<file path="config.mk">
export PLATFORM = sky130hd
export DESIGN_NAME = i2c_range_target
export DESIGN_NICKNAME = d
export VERILOG_FILES = /design/src/rtl/i2c_range_target.sv
export SDC_FILE = /design/constraint.sdc
export NUM_CORES = 1
export LEC_CHECK = 0
export CORE_ASPECT_RATIO = 2
export CORE_MARGIN = 3
export CORE_UTILIZATION = 36
export CTS_BUF_LIST = sky130_fd_sc_hd__clkbuf_16
export CTS_CLUSTER_SIZE = 10
export DETAILED_ROUTE_END_ITERATION = 10
export MAX_ROUTING_LAYER = met4
export PLACE_DENSITY = 0.56
export SLEW_MARGIN = 30
export SYNTH_ARGS = -nofsm -noshare
export SYNTH_HDL_FRONTEND = slang
export SYNTH_SLANG_ARGS = --single-unit
</file>
<file path="constraint.sdc">
create_clock -name CLOCK_50 -period 1.94 [get_ports CLOCK_50]
set_clock_uncertainty 0.1 [all_clocks]
set_input_delay 0.194 -clock CLOCK_50 [delete_from_list [all_inputs] [get_ports CLOCK_50]]
set_output_delay 0.194 -clock CLOCK_50 [all_outputs]
set_load 0.005 [all_outputs]
</file>
<file path="src/rtl/i2c_range_target.sv">
// i2c_range_target
//   I2C target emulating the ultrasound range sensor. Responds at address ADDR
//   and exposes four byte registers: 0 command (R/W), 1 revision (RO),
//   2 range high, 3 range low (RO, snapshot taken at each START).
//
// Ports
//   CLOCK_50    system clock, all logic on the rising edge
//   rst_n       asynchronous active-low reset
//   scl_in      SCL pad input (asynchronous)
//   sda_in      SDA pad input (asynchronous)
//   sda_oe      1 = pull SDA low, 0 = release (open drain)
//   meas_in     live range value from the fabric
//   cmd_out     last byte written to register 0
//   cmd_strobe  one-cycle pulse when cmd_out is updated
//   busy        high from address ACK until STOP, read NACK or address mismatch
module i2c_range_target #(
  parameter logic [6:0] ADDR = 7'h70,
  parameter logic [7:0] REV  = 8'h06
) (
  input  logic        CLOCK_50,
  input  logic        rst_n,
  input  logic        scl_in,
  input  logic        sda_in,
  output logic        sda_oe,
  input  logic [15:0] meas_in,
  output logic [7:0]  cmd_out,
  output logic        cmd_strobe,
  output logic        busy
);

  typedef enum logic [2:0] {
    S_IDLE,
    S_ADDR,
    S_ADDR_ACK,
    S_WR_BYTE,
    S_WR_ACK,
    S_RD_BYTE,
    S_RD_ACK,
    S_RD_LOAD
  } state_t;

  // [0],[1] synchroniser, [2] history stage
  logic [2:0]  scl_sync_q, scl_sync_d;
  logic [2:0]  sda_sync_q, sda_sync_d;

  state_t      state_q, state_d;
  logic [2:0]  bit_cnt_q, bit_cnt_d;
  logic [7:0]  rx_q, rx_d;
  logic [7:0]  tx_q, tx_d;
  logic [1:0]  ptr_q, ptr_d;
  logic        first_wr_q, first_wr_d;
  logic        rw_q, rw_d;
  logic        sda_oe_q, sda_oe_d;
  logic        busy_q, busy_d;
  logic [7:0]  cmd_q, cmd_d;
  logic        strobe_q, strobe_d;
  logic [15:0] rng_snap_q, rng_snap_d;

  logic        scl_cur, scl_prev, sda_cur, sda_prev;
  logic        scl_rise, scl_fall, start_det, stop_det;
  logic [7:0]  rx_byte;
  logic [7:0]  rd_data;

  assign scl_cur   = scl_sync_q[1];
  assign scl_prev  = scl_sync_q[2];
  assign sda_cur   = sda_sync_q[1];
  assign sda_prev  = sda_sync_q[2];

  assign scl_rise  = scl_cur & ~scl_prev;
  assign scl_fall  = ~scl_cur & scl_prev;
  assign start_det = scl_cur & scl_prev & sda_prev & ~sda_cur;
  assign stop_det  = scl_cur & scl_prev & ~sda_prev & sda_cur;

  assign rx_byte   = {rx_q[6:0], sda_cur};

  always_comb begin
    rd_data = cmd_q;
    case (ptr_q)
      2'd0: rd_data = cmd_q;
      2'd1: rd_data = REV;
      2'd2: rd_data = rng_snap_q[15:8];
      2'd3: rd_data = rng_snap_q[7:0];
      default: rd_data = cmd_q;
    endcase
  end

  always_comb begin
    scl_sync_d = {scl_sync_q[1:0], scl_in};
    sda_sync_d = {sda_sync_q[1:0], sda_in};
    state_d    = state_q;
    bit_cnt_d  = bit_cnt_q;
    rx_d       = rx_q;
    tx_d       = tx_q;
    ptr_d      = ptr_q;
    first_wr_d = first_wr_q;
    rw_d       = rw_q;
    sda_oe_d   = sda_oe_q;
    busy_d     = busy_q;
    cmd_d      = cmd_q;
    strobe_d   = 1'b0;
    rng_snap_d = rng_snap_q;

    if (stop_det) begin
      state_d  = S_IDLE;
      sda_oe_d = 1'b0;
      busy_d   = 1'b0;
    end else if (start_det) begin
      rng_snap_d = meas_in;
      bit_cnt_d  = '0;
      sda_oe_d   = 1'b0;
      state_d    = S_ADDR;
    end else begin
      case (state_q)
        S_IDLE: ;

        S_ADDR: begin
          if (scl_rise) begin
            rx_d      = rx_byte;
            bit_cnt_d = bit_cnt_q + 3'd1;
            if (bit_cnt_q == 3'd7) begin
              if (rx_byte[7:1] == ADDR) begin
                busy_d  = 1'b1;
                rw_d    = rx_byte[0];
                state_d = S_ADDR_ACK;
              end else begin
                busy_d  = 1'b0;
                state_d = S_IDLE;
              end
            end
          end
        end

        // First falling edge asserts ACK, the second (after the ACK clock)
        // either releases for a write or puts the first read bit on the bus.
        S_ADDR_ACK: begin
          if (scl_fall) begin
            if (!sda_oe_q) begin
              sda_oe_d = 1'b1;
            end else if (rw_q) begin
              tx_d      = rd_data;
              sda_oe_d  = ~rd_data[7];
              bit_cnt_d = '0;
              state_d   = S_RD_BYTE;
            end else begin
              sda_oe_d   = 1'b0;
              first_wr_d = 1'b1;
              bit_cnt_d  = '0;
              state_d    = S_WR_BYTE;
            end
          end
        end

        S_WR_BYTE: begin
          if (scl_rise) begin
            rx_d      = rx_byte;
            bit_cnt_d = bit_cnt_q + 3'd1;
            if (bit_cnt_q == 3'd7) begin
              state_d = S_WR_ACK;
              if (first_wr_q) begin
                ptr_d      = rx_byte[1:0];
                first_wr_d = 1'b0;
              end else begin
                if (ptr_q == 2'd0) begin
                  cmd_d    = rx_byte;
                  strobe_d = 1'b1;
                end
                ptr_d = ptr_q + 2'd1;
              end
            end
          end
        end

        S_WR_ACK: begin
          if (scl_fall) begin
            if (!sda_oe_q) begin
              sda_oe_d = 1'b1;
            end else begin
              sda_oe_d  = 1'b0;
              bit_cnt_d = '0;
              state_d   = S_WR_BYTE;
            end
          end
        end

        // MSB already on the bus at entry; each falling edge presents the
        // next bit, the eighth one releases SDA for the master's ACK.
        S_RD_BYTE: begin
          if (scl_fall) begin
            if (bit_cnt_q == 3'd7) begin
              sda_oe_d = 1'b0;
              ptr_d    = ptr_q + 2'd1;
              state_d  = S_RD_ACK;
            end else begin
              tx_d      = {tx_q[6:0], 1'b0};
              sda_oe_d  = ~tx_q[6];
              bit_cnt_d = bit_cnt_q + 3'd1;
            end
          end
        end

        S_RD_ACK: begin
          if (scl_rise) begin
            if (sda_cur) begin
              busy_d  = 1'b0;
              state_d = S_IDLE;
            end else begin
              state_d = S_RD_LOAD;
            end
          end
        end

        S_RD_LOAD: begin
          if (scl_fall) begin
            tx_d      = rd_data;
            sda_oe_d  = ~rd_data[7];
            bit_cnt_d = '0;
            state_d   = S_RD_BYTE;
          end
        end

        default: state_d = S_IDLE;
      endcase
    end
  end

  always_ff @(posedge CLOCK_50 or negedge rst_n) begin
    if (!rst_n) begin
      scl_sync_q <= '1;
      sda_sync_q <= '1;
      state_q    <= S_IDLE;
      bit_cnt_q  <= '0;
      rx_q       <= '0;
      tx_q       <= '0;
      ptr_q      <= '0;
      first_wr_q <= 1'b0;
      rw_q       <= 1'b0;
      sda_oe_q   <= 1'b0;
      busy_q     <= 1'b0;
      cmd_q      <= '0;
      strobe_q   <= 1'b0;
      rng_snap_q <= '0;
    end else begin
      scl_sync_q <= scl_sync_d;
      sda_sync_q <= sda_sync_d;
      state_q    <= state_d;
      bit_cnt_q  <= bit_cnt_d;
      rx_q       <= rx_d;
      tx_q       <= tx_d;
      ptr_q      <= ptr_d;
      first_wr_q <= first_wr_d;
      rw_q       <= rw_d;
      sda_oe_q   <= sda_oe_d;
      busy_q     <= busy_d;
      cmd_q      <= cmd_d;
      strobe_q   <= strobe_d;
      rng_snap_q <= rng_snap_d;
    end
  end

  assign sda_oe     = sda_oe_q;
  assign busy       = busy_q;
  assign cmd_out    = cmd_q;
  assign cmd_strobe = strobe_q;

endmodule

</file>
Word level (Yosys, flattened, before mapping)

Cells that the tools add are included.

Shifts and indexed selects: 0
Equality and inequality tests: 45
Div/mod/pow operators: 0
Bitwise operators: 16
Reductions and logical operators: 21
$add $sub $neg: 2
Order comparisons: 0
$mul: 0
Mux-type cells: 72

Operators with widths:

| kind                                                  | count |
|---|---|
| two-way mux 3 bit                                     | 23 |
| inequality test 4 bit, second input constant          | 12 |
| two-way mux 7 bit                                     | 6 |
| one-hot mux 8 bit (4 select lines)                    | 1 |
| two-way mux 1 bit                                     | 29 |
| inequality test 3 bit, second input constant          | 7 |
| one-hot mux 3 bit (7 select lines)                    | 1 |
| one-hot mux 7 bit (3 select lines)                    | 1 |
| inequality test 2 bit, second input constant          | 10 |
| AND reduction 8 bit                                   | 2 |
| == test 3 bit, second input constant                  | 5 |
| AND reduction 7 bit                                   | 2 |
| AND reduction 13 bit                                  | 1 |
| two-way mux 2 bit                                     | 6 |
| one-hot mux 3 bit (4 select lines)                    | 1 |
| AND reduction 6 bit                                   | 2 |
| inequality test 3 x 1 -> 1 bit, second input constant | 3 |
| NOT 1 bit                                             | 9 |
| AND reduction 9 bit                                   | 1 |
| nonzero test 9 bit                                    | 1 |
| bitwise AND 1 bit                                     | 7 |
| == test 7 bit, second input constant                  | 1 |
| == test 3 x 2 -> 1 bit, second input constant         | 2 |
| nonzero test 3 bit                                    | 2 |
| 17 further kinds                                      | 21 |

Bits in latches: 0
Input port bits: 20
Output and inout port bits: 11
Word-level logic and storage cells: 170
Memories: 0
Bits in read-only memories: 0
Bits in registers: 57
Memory bits (writable): 0

Depth between registers and ports, before layout

Depth after elaboration: 9
Depth in mapped cells: 8

Worst setup path after synthesis

OpenSTA, ideal clock, no wires.

Path type: flip-flop to flip-flop
From: register bit_cnt_q[0]
To: register cmd_q[0] (netlist: cmd_out[0])
Stages on the path, launching flop included: 7
Path slack: 0.006 ns
Clock period less this slack: 1.934 ns
Arrival: 1.709 ns
Cells stage by stage: dfrtp_1 -> ha_1 -> ha_1 -> buf_2 -> nand2_1 -> nor4_4 -> mux2_2

Longest elaborated chain between the ends: 2

Ends and longest elaborated chain:

| element                       | RTL line | RTL |
|---|---|---|
| from (decl)                   | 47       | `logic [2:0] bit_cnt_q, bit_cnt_d;` |
| from (signal assigned)        | 246      | `bit_cnt_q <= bit_cnt_d;` |
| == test 3 bit                 | 157      | `if (bit_cnt_q == 3'd7) begin` |
| AND reduction 7 bit (no line) | --       |  |
| to (signal assigned)          | 254      | `cmd_q <= cmd_d;` |
| to (decl)                     | 55       | `logic [7:0] cmd_q, cmd_d;` |

No other way between the ends.
A chain may end at the register's enable or synchronous reset.

Worst setup path after layout

From: register rx_q[1]
To: register state_q[1]

Longest elaborated chain between the ends: 7

Ends and longest elaborated chain:

| element                            | RTL line | RTL |
|---|---|---|
| from (decl)                        | 48       | `logic [7:0] rx_q, rx_d;` |
| from (signal assigned)             | 247      | `rx_q <= rx_d;` |
| == test 7 bit                      | 121      | `if (rx_byte[7:1] == ADDR) begin` |
| two-way mux 2 bit                  | 121      |  |
| two-way mux 3 bit                  | 120      | `if (bit_cnt_q == 3'd7) begin` |
| two-way mux 3 bit                  | 117      | `if (scl_rise) begin` |
| one-hot mux 3 bit (7 select lines) | 113      | `case (state_q)` |
| two-way mux 3 bit                  | 107      | `end else if (start_det) begin` |
| two-way mux 3 bit                  | 103      | `if (stop_det) begin` |
| to (signal assigned)               | 245      | `state_q <= state_d;` |
| to (decl)                          | 46       | `state_t state_q, state_d;` |

No other way between the ends. The select of a mux whose other input is x is not followed.

==> results.json <==
{
  "yosysTopAreaCellShare_pct": 43.55,
  "routed_via_density": 5.438,
  "numCtsBuffers": 9,
  "cellPowerDensity_mw_per_mm2": 977.5,
  "async_flop_share_pct": 100.0,
  "syn_area_mm2": 0.002930,
  "hold-worst-slack_ps": 176.1,
  "max_cap_violations": 0,
  "max_stage_delay_ps": 480,
  "crit_required_ps": 2080,
  "core_area_mm2": 0.007943,
  "synth_area_leader_cell": "dfrtp_1",
  "status": "finished, final reports clean",
  "via_count": 2349,
  "grt_antenna_before_repair": 0,
  "synth_flop_cell": "dfrtp_1",
  "hpwl_mm": 5.656,
  "grt_pass1_vias": 2483,
  "first_iter_violations": 155,
  "globalplace.congestion": 0.9218,
  "drt_first_pass_iters": 4,
  "grt_use_total_pct": 18.28,
  "cts_buffer_depth": 2,
  "syn_nets": 295,
  "slew_viol_final": 0,
  "cp-end-kind": "register",
  "layout_setup_ws_ps": 100.1,
  "synth_top_family_by_area": "multiplexers",
  "synth_xor_area_share_pct": 0.5978,
  "die_h_um": 133.6,
  "ys_types": 47,
  "startpoint_type": "register",
  "cp_max_fo": 2,
  "min_period_ps": 1840,
  "area_growth_pct": 36.17,
  "synth_area_leaders": "dfrtp_1 44%, mux2_2 14%, dfstp_2 5.4%, ha_1 3.0%, a21oi_1 2.7%",
  "fin_crit_sh_pct": 94.84,
  "p_leak_nw": 1.722,
  "synthAdderAreaFrac_pct": 2.989,
  "cp_slowest_cell": "or3b_2",
  "ant_nets": 0,
  "cts_sinks": 57,
  "synthMuxAreaShare_pct": 16.31,
  "clk_pin_slew_ps": 50,
  "power_mw": 3.900,
  "yosysSeqAreaShare_pct": 48.93,
  "diodes": 0,
  "die_x_um": 69.80,
  "detail_route.wl_per_cell_um": 17.80,
  "hold_viol": 0,
  "postSynthCellCount": 268,
  "start_util_pct": 36.89,
  "peakVddDrop_mv": 0.6323,
  "synth_enable_flop_cells": 0,
  "fin_util_pct": 50.24,
  "cp_cell_sequence": "or3b_2 -> nor4_2 -> buf_4 -> nor2_1 -> a2111o_1 -> o31ai_1",
  "drc": 0,
  "root_buffer": "clkbuf_16",
  "dp_slack_ps": -48.53,
  "row_count": 46,
  "worstHoldPathType": "in -> reg",
  "design.die.area_mm2": 0.009324,
  "grt_pass1_wl_mm": 12.53,
  "slew_headroom_pct": 76.27,
  "crit_type": "reg -> reg",
  "port_buffers": 30,
  "tightest_slew_ps": 352.2,
  "drive_above_1_share_pct": 32.44,
  "synth-seq-cells": 57,
  "htreeDepth": 3,
  "grt_overflow": 0,
  "wl_mm": 7.691,
  "cts_tree": "yes",
  "insertion_delay_ps": 330,
  "syn_area_per_cell_um2": 10.93,
  "synth-simple-area-share_pct": 13.71,
  "setup_violations": 0,
  "fmax_ghz": 0.5435,
  "grt_max_degree": 58,
  "crit_arrival_ps": 1970,
  "pin_count": 31,
  "ys_warn_count": 0,
  "nets": 359,
  "synth_compound_area_share_pct": 14.13
}
## cells by family after synthesis
kind of cell	Yosys count
XOR/XNOR	2
buffers and inverters	21
AO/OA/AOI/OAI	64
multiplexers	43
adder cells (fa/ha/maj)	7
AND/OR/NAND/NOR	74
flip-flops	57
## sequential cells by signal, summed over array words and instances, names as in the netlist, 2 cells and up
register	cells
rx_q	7
bit_cnt_q	3
state_q	3
scl_sync_q	3
ptr_q	2
rng_snap_q	16
cmd_out	8
sda_sync_q	3
tx_q	7
## path summary, 6_finish.rpt
check / startpoint / endpoint / slack, ps / depth (start not counted)
worst min-delay path: sda_in / sda_sync_q[0] / 180 / 1
min in group asynchronous: rst_n / busy / 290 / 3
worst max-delay path: rx_q[1] / state_q[1] / 100 / 6
worst max register to register: rx_q[1] / state_q[1] / 100 / 6
worst min register to register: sda_sync_q[0] / sda_sync_q[1] / 260 / 0
max in group asynchronous: rst_n / sda_sync_q[0] / 1160 / 3
## report_power, final
part / internal [mW] / switching, mW
sequential: 1.37 / 0.155
clock: 1.09 / 0.511
combinational: 0.434 / 0.332
total: 2.90 / 0.998
## cells in the mapped netlist (2+ instances only)
library cell   n
mux2i_1        5
dfrtp_1       51
a22oi_1        5
o21a_1         2
dfstp_2        6
inv_1          6
a221o_1        2
a21oi_1       16
nand2_1       21
mux2_2        37
nor3_1         4
o21ai_0       14
a211oi_1       6
nor4_1         4
nand3_1        5
ha_1           7
nand3b_1       2
and3_1         2
nand2b_1       7
a21boi_0       2
a22o_1         2
a2bb2oi_1      2
clkbuf_1       5
buf_2          6
nor2_1        14
nor2b_1        8
o22ai_1        7
## metrics by stage
| step | cell area, um2 | instances | setup TNS (ps) |
|---|---|---|---|
| after floorplan | 2930 | 268 | 0 |
| final | 3990 | 432 | 0 |
| after CTS | 3908 | 428 | 0 |
| after global routing | 3990 | 432 | -22.59 |
| after global placement | 3577 | 412 | -284.2 |
| after detailed placement | 3577 | 412 | -301.5 |
## routing by layer
| layer | vias up | GRT usage [%] | part of all wire (%) |
|---|---|---|---|
| met5 | - | - | 0 |
| met2 | 51 | 31.40 | 56 |
| met4 | 0 | 12.15 | 5.1 |
| met1 | 1166 | 18.20 | 36 |
| met3 | 27 | 3.927 | 2.6 |
| li1 | 1105 | - | - |
## timing repair
| action | in CTS | in global routing |
|---|---|---|
| resized for setup | 6 | 11 |
| gates cloned | 0 | 0 |
| hold buffers | 1 | 0 |
| pin swaps | 1 | 3 |
| setup buffers | 0 | 4 |
| setup endpoints to repair | 18 | 21 |
| hold endpoints to repair | 51 | 0 |
## critical path: cells and delay by family, from the launching register on
| family | cells | cell delay, ps |
|---|---|---|
| compound gates | 2 | 390 |
| simple gates | 3 | 680 |
| buf+inv | 1 | 180 |
| flops | 1 | 380 |
## layout by cell type, fill, tap and decap left out, types with 2 or more instances in the layout
master            n
clkinv_1          4
a211oi_1          6
inv_1             7
nand2b_1          6
buf_12            5
o22ai_1           7
nand2_1          20
a21oi_1          15
o21a_1            2
nor2_1           14
clkdlybuf4s50_1  29
buf_4            31
nand3_1           5
nor2_4            2
bufinv_16         2
o21ai_0          14
ha_2              3
a221o_1           2
dfrtp_1          50
nand3b_1          2
ha_4              2
nor2b_1           8
a22oi_1           5
dfstp_2           6
mux2i_1           5
ha_1              2
clkbuf_16         9
a22o_1            2
a2bb2oi_1         2
nor3_1            4
nor4_1            3
and3_1            2
mux2_2           37
## cell type report
type / instances / area [um2]
fill: 733 / 3953
multi-input combinational: 190 / 1470
sequential: 57 / 1435
timing repair buffer: 67 / 638.1
clock buffer: 9 / 225.2
tap: 96 / 120.1
clock inverter: 6 / 75.07
inverter: 7 / 26.28
Note: power is estimated with default switching activity, not from simulation.
